--- src/rtl/uart_cmd_ctrl.sv ---
// uart_cmd_ctrl: sequences a UART receiver to collect a two-byte
// command frame (command code, then sensor address), validates it,
// enforces an inter-byte timeout and hands the command to a scheduler
// over a valid/ready handshake.
//
// Ports:
//   clk, rst            system clock, synchronous active-high reset
//   rx_done, rx_data    byte-complete pulse and byte from the receiver
//   rx_en               receiver enable (low while a command is pending)
//   cmd_valid/ready     handshake to the scheduler
//   cmd_code, cmd_addr  accepted command byte and 5-bit sensor address
//   err_pulse, err_code one-cycle error strobe and last error code
//   frames_ok/err       wrapping accepted / error frame counters
module uart_cmd_ctrl #(
    parameter int         TIMEOUT_CYCLES = 138880,
    parameter logic [7:0] CMD_MAX        = 8'h06
) (
    input  logic       clk,
    input  logic       rst,
    input  logic       rx_done,
    input  logic [7:0] rx_data,
    output logic       rx_en,
    output logic       cmd_valid,
    input  logic       cmd_ready,
    output logic [7:0] cmd_code,
    output logic [4:0] cmd_addr,
    output logic       err_pulse,
    output logic [1:0] err_code,
    output logic [7:0] frames_ok,
    output logic [7:0] frames_err
);

    localparam int TW = $clog2(TIMEOUT_CYCLES + 1);

    localparam logic [1:0] ERR_TIMEOUT = 2'b01;
    localparam logic [1:0] ERR_BAD_CMD = 2'b10;
    localparam logic [1:0] ERR_BAD_ADR = 2'b11;

    typedef enum logic [2:0] {
        WAIT_CMD,
        WAIT_ADDR,
        CHECK,
        DISPATCH,
        ERROR
    } state_t;

    state_t        state;
    logic [TW-1:0] timer;
    logic [7:0]    cmd_reg;
    logic [7:0]    addr_reg;

    // Outputs are registered, so each transition sets the values the
    // destination state must present in its first cycle.
    always_ff @(posedge clk) begin
        if (rst) begin
            state      <= WAIT_CMD;
            timer      <= '0;
            cmd_reg    <= '0;
            addr_reg   <= '0;
            rx_en      <= 1'b0;
            cmd_valid  <= 1'b0;
            cmd_code   <= '0;
            cmd_addr   <= '0;
            err_pulse  <= 1'b0;
            err_code   <= '0;
            frames_ok  <= '0;
            frames_err <= '0;
        end else begin
            err_pulse <= 1'b0;
            case (state)
                WAIT_CMD: begin
                    rx_en <= 1'b1;
                    if (rx_done) begin
                        cmd_reg <= rx_data;
                        timer   <= '0;
                        state   <= WAIT_ADDR;
                    end
                end
                WAIT_ADDR: begin
                    rx_en <= 1'b1;
                    timer <= timer + 1'b1;
                    // A byte landing on the final count beats the timeout.
                    if (rx_done) begin
                        addr_reg <= rx_data;
                        state    <= CHECK;
                    end else if (timer == TW'(TIMEOUT_CYCLES - 1)) begin
                        rx_en      <= 1'b0;
                        err_pulse  <= 1'b1;
                        err_code   <= ERR_TIMEOUT;
                        frames_err <= frames_err + 8'd1;
                        state      <= ERROR;
                    end
                end
                CHECK: begin
                    // Receiver is parked from here until the frame retires.
                    rx_en <= 1'b0;
                    if (cmd_reg > CMD_MAX) begin
                        err_pulse  <= 1'b1;
                        err_code   <= ERR_BAD_CMD;
                        frames_err <= frames_err + 8'd1;
                        state      <= ERROR;
                    end else if (addr_reg[7:5] != 3'b000) begin
                        err_pulse  <= 1'b1;
                        err_code   <= ERR_BAD_ADR;
                        frames_err <= frames_err + 8'd1;
                        state      <= ERROR;
                    end else begin
                        cmd_valid <= 1'b1;
                        cmd_code  <= cmd_reg;
                        cmd_addr  <= addr_reg[4:0];
                        state     <= DISPATCH;
                    end
                end
                DISPATCH: begin
                    if (cmd_ready) begin
                        cmd_valid <= 1'b0;
                        rx_en     <= 1'b1;
                        frames_ok <= frames_ok + 8'd1;
                        state     <= WAIT_CMD;
                    end
                end
                ERROR: begin
                    rx_en <= 1'b1;
                    state <= WAIT_CMD;
                end
                default: begin
                    rx_en     <= 1'b0;
                    cmd_valid <= 1'b0;
                    state     <= WAIT_CMD;
                end
            endcase
        end
    end

endmodule

--- config.mk ---
export PLATFORM = sky130hd
export DESIGN_NAME = uart_cmd_ctrl
export DESIGN_NICKNAME = d
export VERILOG_FILES = /design/src/rtl/uart_cmd_ctrl.sv
export SDC_FILE = /design/constraint.sdc
export NUM_CORES = 1
export LEC_CHECK = 0
export CELL_PAD_IN_SITES_DETAIL_PLACEMENT = 0
export CELL_PAD_IN_SITES_GLOBAL_PLACEMENT = 1
export CORE_ASPECT_RATIO = 1.25
export CORE_UTILIZATION = 42
export DETAILED_ROUTE_END_ITERATION = 8
export DONT_BUFFER_PORTS = 1
export PLACE_DENSITY_LB_ADDON = 0.1
export SKIP_LAST_GASP = 1
export SLEW_MARGIN = 5
export SYNTH_ARGS = -nofsm -noshare
export SYNTH_HDL_FRONTEND = slang
export SYNTH_SLANG_ARGS = --single-unit
--- constraint.sdc ---
create_clock -name clk -period 2.2 [get_ports clk]
set_input_delay 0.33 -clock clk [delete_from_list [all_inputs] [get_ports clk]]
set_output_delay 0.33 -clock clk [all_outputs]
set_load 0.1 [all_outputs]
==> results.sh <==
export IMPL_status="finished with violations"
export IMPL_failed_checks="negative setup slack"
export IMPL_numCtsBuffers=9
export IMPL_cts_tree="done"
export IMPL_synthSimpleGateAreaFrac_pct=25.91
export IMPL_report_final_slew_viol_count=0
export IMPL_tightest_slew_ns=0.5708
export IMPL_crit_start="timer[7]"
export IMPL_setup_tns_ns=-0.4234
export IMPL_grt_usage_pct=19.29
export IMPL_syn_num_nets=366
export IMPL_hold_path_startpoint="rst"
export IMPL_fill_cells=698
export IMPL_synth_compound_area_share_pct=14.38
export IMPL_synth_area_per_cell_um2=8.627
export IMPL_synth_warning_count=0
export IMPL_drive_gt1_share_pct=24.57
export IMPL_via_count=2599
export IMPL_antenna_found_initial=0
export IMPL_largest_register_ffs=18
export IMPL_seqPwrFrac_pct=52.6
export IMPL_cp_data_arrival_time_ns=2.53
export IMPL_numPlacedInstances=480
export IMPL_clock_sinks=71
export IMPL_core_area_um2=6977
export IMPL_drt_wl_total_mm=6.936
export IMPL_ys_seq_area_share_pct=46.94
export IMPL_synthesis_area_um2=3028
export IMPL_rsz0062_at_grt="yes"
export IMPL_ys_types=50
export IMPL_reg2reg_depth=5
export IMPL_clk_insertion_delay_late_ns=0.35
export IMPL_critPathMaxFanout=7
export IMPL_final_setup_viol_count=6
export IMPL_io_buffers=0
export IMPL_post_place_ws_ns=-0.1991
export IMPL_diodes=0
export IMPL_routedWlPerCell_um=13.96
export IMPL_p_comb_share_pct=10.6
export IMPL_overflow=0
export IMPL_timing_final_crit_share_pct=104.3
export IMPL_drt_iter0_drc=101
export IMPL_worst_setup_path_end_kind="register"
export IMPL_pin_count=46
export IMPL_clk_path_buf_depth=2
export IMPL_clk_pin_slew_ns=0.07
export IMPL_drc=0
export IMPL_dp_hpwl_mm=4.596
export IMPL_skew_ns=0.01202
export IMPL_htree_levels=3
export IMPL_place_area_um2=3496
export IMPL_hold_buffers=0
export IMPL_layout_setup_ws_ns=-0.09464
export IMPL_layoutNonFillerInstCount=497
export IMPL_die_w_um=77.95
export IMPL_fin_util_pct=53.53
export IMPL_timing_rr_start="timer[7]"
export IMPL_hold_viol=0
export IMPL_vias_per_cell=5.229
export IMPL_p_sw_share_pct=27.71
export IMPL_hold_path_class="input pin to register"
export IMPL_synthAdderAreaFrac_pct=1.240
export IMPL_synthCells=351
export IMPL_r2r_end="frames_err[7]"
export IMPL_grt_first_pass_wirelength_mm=11.58
export IMPL_criticalPathCategory="register to register"
export IMPL_internal_power_mw=1.842
export IMPL_stdcell_area_um2=3735
export IMPL_synth_top_family_by_area="simple AND/OR/NAND/NOR gates"
export IMPL_root_buffer="clkbuf_8"
export IMPL_layout_nets=418
export IMPL_reg2reg_slack_ns=-0.09
export IMPL_cp_start_kind="register"
export IMPL_die_y_um=96.93
export IMPL_p_switching_mw=0.7059
export IMPL_die_area_um2=7555
export IMPL_floorplan_initialDensity_pct=43.40
export IMPL_peakVddDrop_mv=0.3514
export IMPL_synth_edff_count=0
export IMPL_timing_critical_path_to="frames_err[7]"
export IMPL_drt_antenna_violating_nets=0
export IMPL_grt_pass1_vias=2410
export IMPL_grt_max_degree=75
export IMPL_max_cap_violations=0
export IMPL_slew_headroom_pct=61.65
export IMPL_power_frac_clock_pct=36.8
export IMPL_min_period_ns=2.295
export IMPL_core_rowCount=34
export IMPL_critPathRequiredTime_ns=2.44
export IMPL_synth_xor_area_share_pct=2.025
export IMPL_leakagePower_nw=1.491
export IMPL_ys_flop_type="dfxtp_1"
export IMPL_clock_fmax_mhz=435.8
export IMPL_power_density_nw_per_um2=682.1
export IMPL_drt_pass1_iter_count=4
export IMPL_area_growth_pct=23.35
export IMPL_top_register="timer"
export IMPL_synth_seq_cells=71
export IMPL_async_flop_share_pct=0
export IMPL_gp_congestion=0.7783
export IMPL_synthMuxAreaShare_pct=6.322
-- area by class of cell --
cell class,instances,area (um2),area share (%)
Tap cell,90,112.6,3.015
Multi-Input combinational cell,257,1559,41.74
Inverter,4,15.01,0.4020
Clock buffer,10,137.6,3.685
Sequential cell,71,1423,38.09
Clock inverter,5,33.78,0.9045
Timing Repair Buffer,60,454.2,12.16
-- power by group through the flow --
| stage | clock network, mW | registers (mW) | logic (mW) |
|---|---|---|---|
| 6_report | 0.937 | 1.34 | 0.271 |
| 2_1_floorplan | 0 | 1.42 | 0.155 |
| 4_1_cts | 0.960 | 1.34 | 0.272 |
| 5_1_grt | 1.02 | 1.34 | 0.299 |
| 3_3_place_gp | 0 | 1.37 | 0.264 |
| 3_5_place_dp | 0 | 1.37 | 0.266 |
-- critical path, cell delays in order (launching register included) --
cell	delay [ns]
dfxtp_2	0.32
or4_1	0.50
or4_4	0.43
or3b_4	0.47
a21oi_2	0.16
mux2_4	0.31
-- synthesized netlist by cell type (all sizes together), types with 4 or more instances --
library cell  instances  area, um2
a21oi                38      205.2
a311oi                4      41.29
and2                  9      56.30
and3                  4      26.28
clkbuf               16      60.06
dfxtp                71       1421
inv                   4      15.01
mux2                  9      101.3
mux2i                 9      90.09
nand2                51      191.4
nand3                12      60.06
nand4                 6      37.54
nor2                 38      142.6
nor2b                 7      43.79
nor3                 10      55.05
o21ai                 8      40.04
or3                   4      25.02
or4                   6      48.80
xor2                  5      43.79
-- through the flow --
stage | hold slack [ns] | total power, mW
finish | 0.04814 | 2.548
detailed placement | 0.4058 | 1.634
CTS | 0.03309 | 2.572
global route | 0.02466 | 2.659
global placement | 0.4054 | 1.631
floorplan | 0.4308 | 1.573
-- repair_timing --
| action | CTS | global route |
|---|---|---|
| setup buffers | 1 | 1 |
| gates resized for setup | 4 | 10 |
| pin swaps | 0 | 7 |
| setup endpoints to repair | 7 | 9 |
-- cells in the final DEF, fill, tap and decap left out, drive strengths merged, types with 4 or more instances in the layout --
cell	n
or3	4
nand3	12
inv	5
nor2b	7
nand4	6
mux2i	9
nor2	38
clkbuf	10
a21oi	38
o21ai	8
a311oi	4
dfxtp	71
buf	60
nand2	51
xor2	5
and2	9
nor3	10
mux2	9
and3	4
or4	6
-- per-layer routing --
metal  vias to the layer above  GRT usage, %  wire length [um]
met2                        41         30.77              3286
met4                         0         8.120               121
met3                         9         4.245               218
li1                       1336             -                 -
met1                      1213         24.99              3310
met5                         -             0                 0
-- worst min path at each step --
stage | end | slack, ns | cells after the start
2_1_floorplan | cmd_reg[5] | 0.43 | 2
3_5_place_dp | timer[7] | 0.41 | 1
4_1_cts | timer[8] | 0.03 | 1
5_1_grt | timer[7] | 0.02 | 1
6_report | timer[8] | 0.05 | 1
3_3_place_gp | timer[9] | 0.41 | 1
-- logic make-up after synthesis --
kind of cell               after synthesis
and+or+nand+nor                        160
DFF                                     71
AOI/OAI and AO/OA                       69
buffers and inverters                   23
muxes                                   18
xor gates and xnor gates                 7
adders and majority gates                3
No activity file was read; power rests on OpenSTA's default activity.
